<file path="config.mk">
export PLATFORM = sky130hd
export DESIGN_NAME = mul_seq
export DESIGN_NICKNAME = d
export VERILOG_FILES = /design/src/rtl/mul_seq.sv
export SDC_FILE = /design/constraint.sdc
export NUM_CORES = 1
export LEC_CHECK = 0
export ABC_AREA = 1
export CELL_PAD_IN_SITES_DETAIL_PLACEMENT = 1
export CELL_PAD_IN_SITES_GLOBAL_PLACEMENT = 2
export CORE_AREA = 8 8 261 263
export CTS_BUF_LIST = sky130_fd_sc_hd__clkbuf_4 sky130_fd_sc_hd__clkbuf_8
export CTS_CLUSTER_DIAMETER = 150
export CTS_CLUSTER_SIZE = 16
export DETAILED_ROUTE_END_ITERATION = 16
export DIE_AREA = 0 0 269 271
export GPL_ROUTABILITY_DRIVEN = 1
export HOLD_SLACK_MARGIN = 0.1
export PLACE_DENSITY_LB_ADDON = 0.1
export SLEW_MARGIN = 20
export SYNTH_ARGS = -nofsm -noshare
export SYNTH_HDL_FRONTEND = slang
export SYNTH_SLANG_ARGS = --single-unit
</file>
<file path="constraint.sdc">
create_clock -name Clk -period 4.49 [get_ports Clk]
set_input_delay 1.1225 -clock Clk [delete_from_list [all_inputs] [get_ports Clk]]
set_output_delay 1.1225 -clock Clk [all_outputs]
set_load 0.01 [all_outputs]
</file>
<file path="src/rtl/mul_seq.sv">
// mul_seq -- sequential radix-2 shift-add multiplier.
//
// Purpose:
//   Multiplies two DATAWIDTH-bit operands, retiring one multiplier bit per
//   clock. Each transaction selects signed (two's-complement) or unsigned
//   operands. Both the full 2*DATAWIDTH product and its low DATAWIDTH bits are
//   returned, together with a flag that is set when the product does not fit
//   in DATAWIDTH bits. Input and output use valid/ready handshakes.
//
// Ports:
//   Clk        rising-edge clock
//   Rst        synchronous reset, active-low
//   a, b       multiplicand / multiplier (DATAWIDTH bits)
//   sgn        1 = operands are two's complement, 0 = unsigned
//   in_valid   a/b/sgn are valid
//   in_ready   block can accept an operand pair (high only in IDLE)
//   prod       low DATAWIDTH bits of the product
//   prod_full  full 2*DATAWIDTH product
//   ovf        product not representable in DATAWIDTH bits
//   out_valid  prod/prod_full/ovf are valid (high only in DONE)
//   out_ready  consumer accepts the result
//
// Timing: accept on edge T, out_valid is high after edge T+DATAWIDTH.
// With out_ready held high the next accept can happen DATAWIDTH+2 edges
// after the previous one.

module mul_seq #(
  parameter int DATAWIDTH = 32
) (
  input  logic                     Clk,
  input  logic                     Rst,
  input  logic [DATAWIDTH-1:0]     a,
  input  logic [DATAWIDTH-1:0]     b,
  input  logic                     sgn,
  input  logic                     in_valid,
  output logic                     in_ready,
  output logic [DATAWIDTH-1:0]     prod,
  output logic [2*DATAWIDTH-1:0]   prod_full,
  output logic                     ovf,
  output logic                     out_valid,
  input  logic                     out_ready
);

  localparam int PW = 2 * DATAWIDTH;
  localparam int CW = $clog2(DATAWIDTH + 1);

  typedef enum logic [1:0] {
    IDLE = 2'd0,
    BUSY = 2'd1,
    DONE = 2'd2
  } state_t;

  state_t                state_q, state_d;
  logic [PW-1:0]         mcand_q, mcand_d;
  logic [DATAWIDTH-1:0]  mplier_q, mplier_d;
  logic [PW-1:0]         acc_q, acc_d;
  logic [CW-1:0]         cnt_q, cnt_d;
  logic                  sgn_q, sgn_d;
  logic                  neg_q, neg_d;
  logic [PW-1:0]         prod_full_q, prod_full_d;
  logic                  ovf_q, ovf_d;

  logic [DATAWIDTH-1:0]  absA;
  logic [DATAWIDTH-1:0]  absB;
  logic [PW-1:0]         accSum;
  logic [PW-1:0]         resultFull;
  logic [DATAWIDTH:0]    signedTop;
  logic                  resultOvf;

  // Magnitudes of the incoming operands. In signed mode a negative operand is
  // negated; the most negative value maps onto itself, which read as unsigned
  // is exactly its magnitude, so no special case is needed.
  always_comb begin
    absA = a;
    absB = b;
    if (sgn && a[DATAWIDTH-1]) begin
      absA = ~a + DATAWIDTH'(1);
    end
    if (sgn && b[DATAWIDTH-1]) begin
      absB = ~b + DATAWIDTH'(1);
    end
  end

  // One shift-add step plus the final sign fix-up and overflow test. The
  // result is formed from the accumulator value including the last step so
  // that it can be registered on the same edge that leaves BUSY.
  always_comb begin
    accSum = acc_q + (mplier_q[0] ? mcand_q : '0);
    resultFull = accSum;
    if (sgn_q && neg_q) begin
      resultFull = ~accSum + PW'(1);
    end
    // A signed result fits when the top DATAWIDTH+1 bits are a pure sign
    // extension; an unsigned result fits when the upper half is zero.
    signedTop = resultFull[PW-1:DATAWIDTH-1];
    if (sgn_q) begin
      resultOvf = !((&signedTop) || !(|signedTop));
    end else begin
      resultOvf = |resultFull[PW-1:DATAWIDTH];
    end
  end

  // Next-state and datapath control.
  always_comb begin
    state_d     = state_q;
    mcand_d     = mcand_q;
    mplier_d    = mplier_q;
    acc_d       = acc_q;
    cnt_d       = cnt_q;
    sgn_d       = sgn_q;
    neg_d       = neg_q;
    prod_full_d = prod_full_q;
    ovf_d       = ovf_q;

    case (state_q)
      IDLE: begin
        if (in_valid) begin
          mcand_d  = {{DATAWIDTH{1'b0}}, absA};
          mplier_d = absB;
          acc_d    = '0;
          cnt_d    = CW'(DATAWIDTH);
          sgn_d    = sgn;
          neg_d    = sgn && (a[DATAWIDTH-1] ^ b[DATAWIDTH-1]);
          state_d  = BUSY;
        end
      end

      BUSY: begin
        acc_d    = accSum;
        mcand_d  = mcand_q << 1;
        mplier_d = mplier_q >> 1;
        cnt_d    = cnt_q - CW'(1);
        if (cnt_q == CW'(1)) begin
          prod_full_d = resultFull;
          ovf_d       = resultOvf;
          state_d     = DONE;
        end
      end

      DONE: begin
        // Input is never taken here, even when the result is handed off on
        // the same edge; the source sees in_ready only once back in IDLE.
        if (out_ready) begin
          state_d = IDLE;
        end
      end

      default: begin
        state_d = IDLE;
      end
    endcase
  end

  // State and datapath registers. Reset clears everything, discarding any
  // operation in flight, and takes priority over any handshake.
  always_ff @(posedge Clk) begin
    if (!Rst) begin
      state_q     <= IDLE;
      mcand_q     <= '0;
      mplier_q    <= '0;
      acc_q       <= '0;
      cnt_q       <= '0;
      sgn_q       <= 1'b0;
      neg_q       <= 1'b0;
      prod_full_q <= '0;
      ovf_q       <= 1'b0;
    end else begin
      state_q     <= state_d;
      mcand_q     <= mcand_d;
      mplier_q    <= mplier_d;
      acc_q       <= acc_d;
      cnt_q       <= cnt_d;
      sgn_q       <= sgn_d;
      neg_q       <= neg_d;
      prod_full_q <= prod_full_d;
      ovf_q       <= ovf_d;
    end
  end

  assign in_ready  = (state_q == IDLE);
  assign out_valid = (state_q == DONE);
  assign prod_full = prod_full_q;
  assign prod      = prod_full_q[DATAWIDTH-1:0];
  assign ovf       = ovf_q;

endmodule

</file>
==> results.md <==
- The run finished with clean final reports.
- The number of I/O pins is between 150 and 200.
- The utilization after layout is 0.384.
- The area of the core region is ~64000 µm².
- The final weighted congestion in routability-driven placement is about 0.91.
- The length in cells of the worst reg-to-reg path is 29.
- The class of the most critical setup path is flop to flop.
- Clock-pin slew was measured on the worst setup and hold paths at roughly 120 ps.
- The number of H-tree levels is 1.
- Of all nets on the critical path, the largest fanout is 16.
- Once layout is done, the placed cells without fillers occupy ~25000 µm².
- Data on the critical path arrives at its endpoint at roughly 4700 ps.
- The count of cell instances traversed by the critical path is 29.
- For met1 alone, demand over resource in global routing was 0.280.
- The most numerous cell on the critical path is sky130_fd_sc_hd__nor2_1.
- The clock net sink count is roughly 240.
- The routing layer with the top usage in global route is met2.
- Counting flops with a built-in enable in the synthesized netlist gives 0.
- The setup skew after layout is around 41 ps.
- The mean instance size in the synthesized netlist is 5.55 µm².
- The count of synthesis-stage warnings from yosys is 0.
- Once detailed placement completed, the half-perimeter wirelength came to between 70 and 80 mm.
- The share of post-route cells with drive strength above 1 is 0.148.
- For this design the ratio of total power to cell area is roughly 180 nW/µm².
- The detailed router placed approximately 23000 vias in this run.
- Leaving out fill and tap cells, the most frequent cell in the layout is sky130_fd_sc_hd__nand2_1.
- The initial utilization of the core area, before any placement, comes to 0.308.
- Synthesis produced a netlist with a net count of 3680.
- Clock tree synthesis inserted a total of 18 buffers.
- The setup-violating endpoint count in the final report is 0.
- The startpoint type of the worst setup path is a flop.
- Headroom to the max-slew limit came out at 0.327.
- The violation count after the first detailed-routing iteration is about 1100.
- After detailed routing, the total wire length is a little under 90 mm.
- The post-synthesis to final-layout area growth is 24.8%.
- The count of endpoints failing hold in the final timing report came to 0.
- Among all stages on the critical path, the largest delay is contributed by sky130_fd_sc_hd__dfxtp_4.
- The total number of nets in the final design is 3921.
- The port buffer count is approximately 170.
- In this design, the largest share of critical-path delay is due to simple AND/OR/NAND/NOR gates.
- The first-pass iteration count of the detailed router is 4.
- For this run, global-route usage on met2 was measured as 0.431.
- The clock passes through at most 3 buffers.
- The mapped cell area is 19700 µm².
- The remaining antenna violation count is 0.
- For this design the static power due to leakage is roughly 12 nW.
- In the synthesized netlist the async set-or-reset flop fraction comes to 0.
- The most common flop cell mapped by yosys is sky130_fd_sc_hd__dfxtp_1.
- Row generation in the floorplan step produced 93 rows.
- From left edge to right edge, the die measures roughly 270 µm.
- The total overflow reported by the global router is 0.
- The maximum resistive drop on vdd is approximately 180 µV.
- The clock latency on the worst-skew pair is between 600 and 700 ps.
- The via density per instance is 4.96.
- After detailed placement, the total cell area comes to around 23000 µm².
- The cell sitting at the root of the clock tree is a sky130_fd_sc_hd__clkbuf_8.
- The initial antenna violation count came to 1.
- Along the worst hold path, the cell count comes to 2.
- The global routing met3 resource utilization is 0.0163.
- The synthesized netlist contains 47 unique library cells.
- Leaving out fill and tap cells, the most frequent cells in the layout are sky130_fd_sc_hd__nand2_1 (1284), sky130_fd_sc_hd__inv_1 (529), sky130_fd_sc_hd__dfxtp_1 (234), sky130_fd_sc_hd__nand3_1 (216), sky130_fd_sc_hd__a21oi_1 (214).
- The die is 271 µm tall.
- The largest net degree at the start of global routing is 112.
- The nature of the critical path endpoint is a flop.
- The DRC violation count after routing is 0.
- The die area is approximately 73000 µm².
- Data on the critical path is required at its endpoint by around 5000 ps.
- For this run, the register share of the synthesized area comes to 0.239.
- The highest attainable clock frequency is 0.238 GHz.
- TritonCTS built the clock tree.
- The final sum of negative setup slack is 0 ps.
- Counting I/O delays and the setup requirement, the final critical path takes ~4200 ps.
- In this run the worst hold path is classified as flop to flop.
- Buffers inserted to repair hold after CTS numbered 0.
- Counting every instance in the synthesized netlist gives ~3500.
- The register bit count reported by yosys is about 240.
- The total of fill cells in the finished design is 8586.
- Max-cap violations in this run came to 0.
- The via count of the first global-routing pass came to 23800.
- The worst path buffer plus inverter count is 7.
- Across every metal layer, demand over resource in global routing totals 0.234.
- The largest single stage delay on the critical path is 420 ps.
- The wire length of the first global-routing pass is 135 mm.
- The number of slew-limit violations in the final report is 0.
- The routed wirelength normalized by instance count is 19.2 µm.
- The worst-margin pin slew is approximately 1000 ps.
- Of the available clock period, the critical path in the final layout requires 0.938.
[worst paths after layout]
check,startpoint,end,slack (ps)
worst max-delay path,mplier_q[0],ovf,280
worst min-delay path,acc_q[0],acc_q[0],470
worst max register to register,mplier_q[0],ovf,280
worst min register to register,acc_q[0],acc_q[0],470
[layout make-up]
class,instances,area (µm²),share of cell area
multi-input combinational,2625,13200,0.538
sequential,235,4710,0.192
timing repair buffer,356,3220,0.131
inverter,547,2060,0.0839
tap,855,1070,0.0436
clock buffer,18,248,0.0101
clock inverter,2,16.3,0.000663
antenna,1,2.50,0.000102
[report_power, final]
part	switching, W	total, W	internal, W	leakage, nW
clock network	0.000808	0.00118	0.000370	0.134
logic	0.000710	0.00111	0.000401	10.2
registers	0.0000672	0.00223	0.00217	1.91
total	0.00158	0.00452	0.00294	12.2
[stage by stage]
stage / hold WS (ps) / setup WS, ps / power, W / cells
global placement: 448 / -109 / 0.00330 / 4605
global route: 496 / -31.8 / 0.00479 / 4639
finish: 475 / 280 / 0.00452 / 4639
floorplan: 441 / 599 / 0.00289 / 3542
detailed placement: 462 / -149 / 0.00333 / 4605
CTS: 479 / 7.78 / 0.00454 / 4625
[tightest hold or removal path: cells and delay by family (launching register included)]
family | cells | cell delay, ps
DFF | 1 | 330
AOI/OAI and AO/OA | 1 | 50
and+or+nand+nor | 1 | 60
[cells in the mapped netlist (2+ instances only)]
cell type                     n  share of area
sky130_fd_sc_hd__nand3b_1    14         0.0053
sky130_fd_sc_hd__a211oi_1     3         0.0011
sky130_fd_sc_hd__nor3_2       4         0.0020
sky130_fd_sc_hd__a21oi_2      4         0.0018
sky130_fd_sc_hd__o221ai_1     5         0.0022
sky130_fd_sc_hd__o31ai_1      2        0.00076
sky130_fd_sc_hd__inv_2        9         0.0017
sky130_fd_sc_hd__nor2_2      27         0.0086
sky130_fd_sc_hd__buf_1       13         0.0025
sky130_fd_sc_hd__nand2_1   1369           0.26
sky130_fd_sc_hd__nand3_1    234          0.060
sky130_fd_sc_hd__nor2_4       6         0.0034
sky130_fd_sc_hd__clkbuf_1    88          0.017
sky130_fd_sc_hd__xnor2_1      8         0.0036
sky130_fd_sc_hd__ha_1        68          0.043
sky130_fd_sc_hd__or2_2        5         0.0016
sky130_fd_sc_hd__nand3_2     10         0.0051
sky130_fd_sc_hd__o211ai_1    13         0.0050
sky130_fd_sc_hd__inv_1      534           0.10
sky130_fd_sc_hd__xor2_1      19         0.0085
sky130_fd_sc_hd__a31oi_1     68          0.022
sky130_fd_sc_hd__buf_4       33          0.013
sky130_fd_sc_hd__and2_1       2        0.00064
sky130_fd_sc_hd__nor4_1      10         0.0032
sky130_fd_sc_hd__nor3_1      35         0.0089
sky130_fd_sc_hd__nand4_1     38          0.012
sky130_fd_sc_hd__dfxtp_1    235           0.24
sky130_fd_sc_hd__nor2_1     262          0.050
sky130_fd_sc_hd__o21ai_0    117          0.030
sky130_fd_sc_hd__nand2_2     38          0.012
sky130_fd_sc_hd__o21ai_1      4         0.0010
sky130_fd_sc_hd__o21bai_1    14         0.0053
sky130_fd_sc_hd__clkinv_1     4        0.00076
sky130_fd_sc_hd__a21oi_1    234          0.060
[per-layer routing]
layer | wire length (µm) | up-vias | part of all wire
li1 | - | 11600 | -
met1 | 38400 | 11000 | 0.43
met2 | 45000 | 302 | 0.50
met3 | 1940 | 129 | 0.022
met4 | 3910 | 0 | 0.044
met5 | 0 | - | 0
[registers in the layout, summed over array words and instances, names as in the netlist]
register and flops:
acc_q 64, mcand_q 64, prod_full 64, mplier_q 32, cnt_q 6, state_q 2
neg_q 1, ovf 1, sgn_q 1
[repair_timing]
action / in CTS / in global routing
pin swaps: 0 / 17
cloned: 0 / 4
setup endpoints to repair: 1 / 8
gates resized for setup: 6 / 277
buffers inserted: 0 / 9
[cells by family (layout without fill, tap and decap cells)]
group,count (synthesis),in the layout,synth area share
simple gates,2055,2055,0.435
fa+ha+maj,69,69,0.0443
other cells,0,1,0
xor+xnor,27,27,0.0120
flops,235,235,0.239
buf+inv,682,923,0.137
compound gates,474,474,0.133
(Power assumes the default switching activity.)
